$ cat src/rtl/fifo_pointer_control.sv
`default_nettype none
// ============================================================================
// Module      : fifo_pointer_control
// Description : Read/write pointer, fill-count, status and sticky-error control
//               for a single-clock FIFO of 2**BUFFER_WIDTH entries.
// Revision    : 1.0 - initial release
// ============================================================================
module fifo_pointer_control #(
    parameter int BUFFER_WIDTH       = 3,
    parameter int BUFFER_SIZE        = 8,
    parameter int ALMOST_FULL_LEVEL  = 6,
    parameter int ALMOST_EMPTY_LEVEL = 2
) (
    input  logic                    clock,
    input  logic                    reset,
    input  logic                    write_Request,
    input  logic                    read_Request,
    input  logic                    clear_Errors,
    output logic                    write_Enable,
    output logic [BUFFER_WIDTH-1:0] write_Pointer,
    output logic [BUFFER_WIDTH-1:0] read_Pointer,
    output logic                    sig_Full,
    output logic                    sig_Empty,
    output logic                    sig_Almost_Full,
    output logic                    sig_Almost_Empty,
    output logic [BUFFER_WIDTH:0]   fill_Count,
    output logic                    read_Valid,
    output logic                    overflow_Error,
    output logic                    underflow_Error
);

    localparam logic [BUFFER_WIDTH:0]   c_SIZE    = (BUFFER_WIDTH+1)'(BUFFER_SIZE);
    localparam logic [BUFFER_WIDTH:0]   c_AF_LVL  = (BUFFER_WIDTH+1)'(ALMOST_FULL_LEVEL);
    localparam logic [BUFFER_WIDTH:0]   c_AE_LVL  = (BUFFER_WIDTH+1)'(ALMOST_EMPTY_LEVEL);
    localparam logic [BUFFER_WIDTH:0]   c_CNT_ONE = (BUFFER_WIDTH+1)'(1);
    localparam logic [BUFFER_WIDTH-1:0] c_PTR_ONE = BUFFER_WIDTH'(1);

    logic [BUFFER_WIDTH-1:0] r_wr_ptr;
    logic [BUFFER_WIDTH-1:0] r_rd_ptr;
    logic [BUFFER_WIDTH:0]   r_count;
    logic                    r_rd_valid;
    logic                    r_ovf_err;
    logic                    r_udf_err;

    logic w_full;
    logic w_empty;
    logic w_wr_acc;
    logic w_rd_acc;
    logic w_ovf_evt;
    logic w_udf_evt;

    // Status is a pure decode of the registered count, so it never glitches on requests.
    assign w_full    = (r_count == c_SIZE);
    assign w_empty   = (r_count == '0);
    assign w_wr_acc  = write_Request & ~w_full;
    assign w_rd_acc  = read_Request  & ~w_empty;
    assign w_ovf_evt = write_Request &  w_full;
    assign w_udf_evt = read_Request  &  w_empty;

    always_ff @(posedge clock or posedge reset) begin
        if (reset) begin
            r_wr_ptr   <= '0;
            r_rd_ptr   <= '0;
            r_count    <= '0;
            r_rd_valid <= 1'b0;
        end else begin
            if (w_wr_acc) begin
                r_wr_ptr <= r_wr_ptr + c_PTR_ONE;
            end
            if (w_rd_acc) begin
                r_rd_ptr <= r_rd_ptr + c_PTR_ONE;
            end
            r_rd_valid <= w_rd_acc;
            case ({w_wr_acc, w_rd_acc})
                2'b10:   r_count <= r_count + c_CNT_ONE;
                2'b01:   r_count <= r_count - c_CNT_ONE;
                default: r_count <= r_count;
            endcase
        end
    end

    // Set has priority over clear so an error in the clearing cycle is not lost.
    always_ff @(posedge clock or posedge reset) begin
        if (reset) begin
            r_ovf_err <= 1'b0;
            r_udf_err <= 1'b0;
        end else begin
            r_ovf_err <= w_ovf_evt | (r_ovf_err & ~clear_Errors);
            r_udf_err <= w_udf_evt | (r_udf_err & ~clear_Errors);
        end
    end

    assign write_Enable     = w_wr_acc;
    assign write_Pointer    = r_wr_ptr;
    assign read_Pointer     = r_rd_ptr;
    assign fill_Count       = r_count;
    assign sig_Full         = w_full;
    assign sig_Empty        = w_empty;
    assign sig_Almost_Full  = (r_count >= c_AF_LVL);
    assign sig_Almost_Empty = (r_count <= c_AE_LVL);
    assign read_Valid       = r_rd_valid;
    assign overflow_Error   = r_ovf_err;
    assign underflow_Error  = r_udf_err;

endmodule
`default_nettype wire

$ cat config.mk
export PLATFORM = sky130hd
export DESIGN_NAME = fifo_pointer_control
export DESIGN_NICKNAME = d
export VERILOG_FILES = /design/src/rtl/fifo_pointer_control.sv
export SDC_FILE = /design/constraint.sdc
export NUM_CORES = 1
export LEC_CHECK = 0
export CAP_MARGIN = 10
export CORE_MARGIN = 4
export CORE_UTILIZATION = 44
export DETAILED_ROUTE_END_ITERATION = 8
export PLACE_DENSITY = 0.76
export REMOVE_ABC_BUFFERS = 1
export SKIP_CTS_REPAIR_TIMING = 1
export SLEW_MARGIN = 0
export SYNTH_ARGS = -nofsm -noshare
export SYNTH_HDL_FRONTEND = slang
export SYNTH_SLANG_ARGS = --single-unit
$ cat constraint.sdc
create_clock -name clock -period 2.95 [get_ports clock]
set_input_delay 0.59 -clock clock [delete_from_list [all_inputs] [get_ports clock]]
set_output_delay 0.59 -clock clock [all_outputs]
set_load 0.02 [all_outputs]
After elaboration in Yosys (flattened, before gate mapping) --
Index checks and enable logic that the tools add are counted.
Cells by class: add/sub/neg operators 4, magnitude comparators 2, eq/ne operators 3, mux-type cells 1, bitwise gates (word level) 11, reductions and logical operators 2
Operator list (count):
- $pmux 4 s2 | 1
- $add 3x1->3 const B | 2
- $and 1x1->1 | 6
- $add 4x1->4 const B | 1
- $eq 4x4->1 const B | 1
- $ge 4x3->1 const B | 1
- $le 4x2->1 const B | 1
- $logic_not 4->1 | 1
- $sub 4x1->4 const B | 1
- $not 1->1 | 3
- $eq 2x1->1 const B | 1
- $eq 2x2->1 const B | 1
- $or 1x1->1 | 2
- $reduce_bool 2->1 | 1
Word-level totals: register bits 13, output and inout bits 18, logic and storage cells 29

Logic depth before layout (Yosys ltp) --
depth after elaboration 5, gate-level depth with buffers 8

Worst setup path before layout --
No wires, ideal clock.
path type flip-flop to flip-flop, start register r_count[0] (netlist: fill_Count[0]), end register r_count[3] (netlist: fill_Count[3]), setup time 0.134 ns, arrival 2.484 ns, required time 2.816 ns, slack 0.333 ns, stages on the path, launching flop included 9, path buffers 1, period minus slack after synthesis 2.617 ns, cell sequence dfrtp_1 -> buf_6 -> or4b_4 -> nand2_4 -> ha_1 -> ha_1 -> or4b_1 -> o311ai_0 -> o211ai_1
Between the ends: cells in the longest elaborated chain, start to end 5, elaborated cells on any way between the ends 12, those cells by class 2 x add/sub; 3 x eq/ne; 1 x mux; 4 x bitwise; 2 x reduce/logical
RTL lines:
- start: declaration | line 40 | logic [BUFFER_WIDTH:0] r_count;
- start signal: assignment | line 75 | 2'b10: r_count <= r_count + c_CNT_ONE;
- start signal: assignment | line 76 | 2'b01: r_count <= r_count - c_CNT_ONE;
- start signal: assignment | line 77 | default: r_count <= r_count;
- $eq 4x4->1 or $logic_not 4->1 (tied branches) | line 53, 54
- $not 1->1 (on tied branches) | line 55, 56
- $and 1x1->1 (on tied branches) | line 55, 56
- $eq 2x1->1 or $eq 2x2->1 (tied branches) | line 74 | case ({w_wr_acc, w_rd_acc})
- $pmux 4 s2 or $reduce_bool 2->1 (tied branches)
Several ways; a longest one is shown, not always the timed one. A chain may end at the register's enable or synchronous reset.

Worst setup path after layout --
start register r_count[2] (netlist: fill_Count[2]), end register r_count[3] (netlist: fill_Count[3])
The elaborated chain is that of the path after synthesis.

==> results_dict.tcl <==
set metrics [dict create \
    synth-seq-cells 13 \
    synthesis.instances 65 \
    power_density_over_the_cells_nw_per_um2 1208 \
    yosys_warnings 0 \
    area.growth.synth_to_final_pct 36.43 \
    tns_ns 0 \
    criticalPathCategory "flip-flop to flip-flop" \
    nNetsFinal 103 \
    final_area_sq_um 993.5 \
    overflow 0 \
    max-clock-path-buffers 2 \
    crit_path_max_fanout 9 \
    place.detailed.hpwl_mm 1.262 \
    synthDominantCellAreaShare 0.4467 \
    fp.dieArea_sq_um 2370 \
    maxClockFrequency_mhz 368.2 \
    die-width_um 48.68 \
    worst_hold_path_type "flip-flop to flip-flop" \
    regToRegStartpoint "fill_Count[2]$_DFFE_PP0P_" \
    fin_ws_ns 0.2338 \
    number_of_distinct_library_cell_variants_in_the_gate_level_netlist_after_synthesis 28 \
    clkSinkCount 13 \
    first_global_vias 621 \
    syn_area_sq_um 728.2 \
    post_drt_via_cell_ratio 5.533 \
    worst_setup_path_end_kind "flip-flop" \
    timing.reg2reg.setup_slack_ns 0.23 \
    rr_worst_depth 7 \
    synth_largest_area_cell "sky130_fd_sc_hd__dfrtp_1" \
    arrival_ns 2.86 \
    clk_transition_reported_paths_ns 0.08 \
    layout_worst_path_cycle_share 0.9208 \
    synth.most_common_cell "sky130_fd_sc_hd__dfrtp_1" \
    pre_cts_slack_ns 0.1420 \
    gp_congestion 0.6941 \
    cp.required_ns 3.10 \
    whs_path_depth 1 \
    async_flop_share 1.000 \
    maxCapViolations 0 \
    totalWireLength_mm 1.582 \
    detailedRoute.firstIterationViolations 2 \
    diodes 0 \
    htree_levels 1 \
    drive_above_1_share 0.1099 \
    netlist_top_cells_count "sky130_fd_sc_hd__dfrtp_1, sky130_fd_sc_hd__inv_1, sky130_fd_sc_hd__ha_1, sky130_fd_sc_hd__nand2_1, sky130_fd_sc_hd__xnor2_1" \
    grtUsageTotal 0.1472 \
    grt_max_degree 14 \
    detailroute.via_count 592 \
    crit_path_start_kind "flip-flop" \
    postRouteAntennaNets 0 \
    report.final.setup_viol 0 \
    top_level_ports 23 \
    timing.max_slew.rel_slack 0.6742 \
    initial_core_util 0.4724 \
    drtPass1Iterations 4 \
    grt_pass1_wl_mm 2.822 \
    antenna_violations_before_repair 0 \
    place_area_sq_um 967.2 \
    synth_enable_flop_cells 0 \
    syn-mean-instance-area_sq_um 11.20 \
    row_cnt 14 \
    synth-seq-area-share 0.4467 \
    p_total_mw 1.200 \
    cts_bufs_inserted 3 \
    fp.dieH_um 48.68 \
    cts_tree "done" \
    power.leakage_nw 0.4349 \
    final-hold-violation-count 0 \
    vdd_drop_max_mv 0.5334 \
    worst_skew_pair.late_latency_ns 0.27 \
    worst_setup_path_startpoint "fill_Count[2]$_DFFE_PP0P_" \
    setup_repair_after_global_routing_missed_its_margin "no" \
    clock_skew_ns 0.006223 \
    run_status "complete, no violations" \
    core_area_sq_um 1541 \
    yosys-top-cells-area "sky130_fd_sc_hd__dfrtp_1, sky130_fd_sc_hd__ha_1, sky130_fd_sc_hd__xnor2_1" \
    io_buffer_count 22 \
    yosys_most_used_dff "sky130_fd_sc_hd__dfrtp_1" \
    rr_endpoint "fill_Count[3]$_DFFE_PP0P_" \
    clockRootBuffer "sky130_fd_sc_hd__clkbuf_4" \
    route.detailed.wl_per_inst_um 14.79 \
    endpoint "fill_Count[3]$_DFFE_PP0P_" \
    drc 0 \
    tmin_final_ns 2.716 \
    slew_violations 0 \
    worstMarginPinSlew_ns 0.4882 \
]
==> flip-flops by register name, indices dropped and copies added (netlist names) <==
signal and flops:
fill_Count 4, underflow_Error 1, write_Pointer 3, overflow_Error 1, read_Valid 1, read_Pointer 3
==> kinds of logic after synthesis <==
family	count (synthesis)	synth area share
buffers and inverters	11	0.06872
AO/OA/AOI/OAI	11	0.1083
XOR/XNOR	6	0.07216
adder cells (fa/ha/maj)	6	0.1134
flip-flops	13	0.4467
multiplexers	4	0.06528
AND/OR/NAND/NOR	14	0.1254
==> critical path, stage by stage (launching register included) <==
cell and delay [ns]:
sky130_fd_sc_hd__dfrtp_1 0.48, sky130_fd_sc_hd__or4b_4 0.60, sky130_fd_sc_hd__nand2_4 0.12, sky130_fd_sc_hd__ha_1 0.31
sky130_fd_sc_hd__ha_1 0.34, sky130_fd_sc_hd__or4b_1 0.48, sky130_fd_sc_hd__o311ai_0 0.13, sky130_fd_sc_hd__o211ai_1 0.13
==> stage by stage <==
step | std cells | utilization | hold WS (ns)
floorplan | 63 | - | 0.4670
global placement | 103 | 0.6274 | 0.4596
detailed placement | 103 | 0.6274 | 0.4686
CTS | 107 | 0.6445 | 0.4794
global route | 107 | 0.6445 | 0.5014
finish | 107 | 0.6445 | 0.4739
==> routing by layer <==
layer	share of wire	vias to the layer above	global-route usage
met5	0	-	0
met4	0.015	0	0.05381
met3	0.071	4	0.05521
met2	0.47	23	0.2370
met1	0.45	282	0.1776
li1	-	283	-
==> layout make-up <==
class / instances / area [sq um]
Timing Repair Buffer: 24 / 235.2
Inverter: 9 / 33.78
Multi-Input combinational cell: 41 / 352.8
Fill cell: 139 / 548.0
Sequential cell: 13 / 325.3
Tap cell: 16 / 20.02
Clock buffer: 4 / 26.28
==> how the worst min path moves through the flow <==
stage | endpoint | from | slack [ns]
6_report | read_Pointer[2]$_DFFE_PP0P_ | read_Pointer[2]$_DFFE_PP0P_ | 0.47
4_1_cts | write_Pointer[2]$_DFFE_PP0P_ | write_Pointer[2]$_DFFE_PP0P_ | 0.48
5_1_grt | read_Pointer[2]$_DFFE_PP0P_ | read_Pointer[2]$_DFFE_PP0P_ | 0.50
2_1_floorplan | fill_Count[0]$_DFFE_PP0P_ | reset | 0.47
3_3_place_gp | read_Pointer[2]$_DFFE_PP0P_ | read_Pointer[2]$_DFFE_PP0P_ | 0.46
3_5_place_dp | write_Pointer[2]$_DFFE_PP0P_ | write_Pointer[2]$_DFFE_PP0P_ | 0.47
==> report_power, final <==
group / internal (mW) / total, mW / switching [mW]
Sequential: 0.263 / 0.363 / 0.100
Combinational: 0.369 / 0.729 / 0.360
Clock: 0.0523 / 0.108 / 0.0559
Total: 0.685 / 1.20 / 0.516
==> cell usage in the layout, fill, tap and decap left out, drive strengths merged <==
cell type	synthesis	final
nand2	5	5
ha	5	5
a21o	1	1
o21ai	3	3
mux2	3	3
mux2i	1	1
a2111o	1	1
o311ai	1	1
clkbuf	0	4
nor2	1	1
clkdlybuf4s50	0	22
o211ai	1	1
xnor2	4	4
fa	1	1
nand3	2	2
dfrtp	13	13
inv	9	9
or4b	2	2
nor3b	2	2
nor4	1	1
xor2	2	2
o41a	1	1
a211oi	1	1
nand4	1	1
buf	2	2
a21oi	2	2
Power figures use the tool's default switching activity.
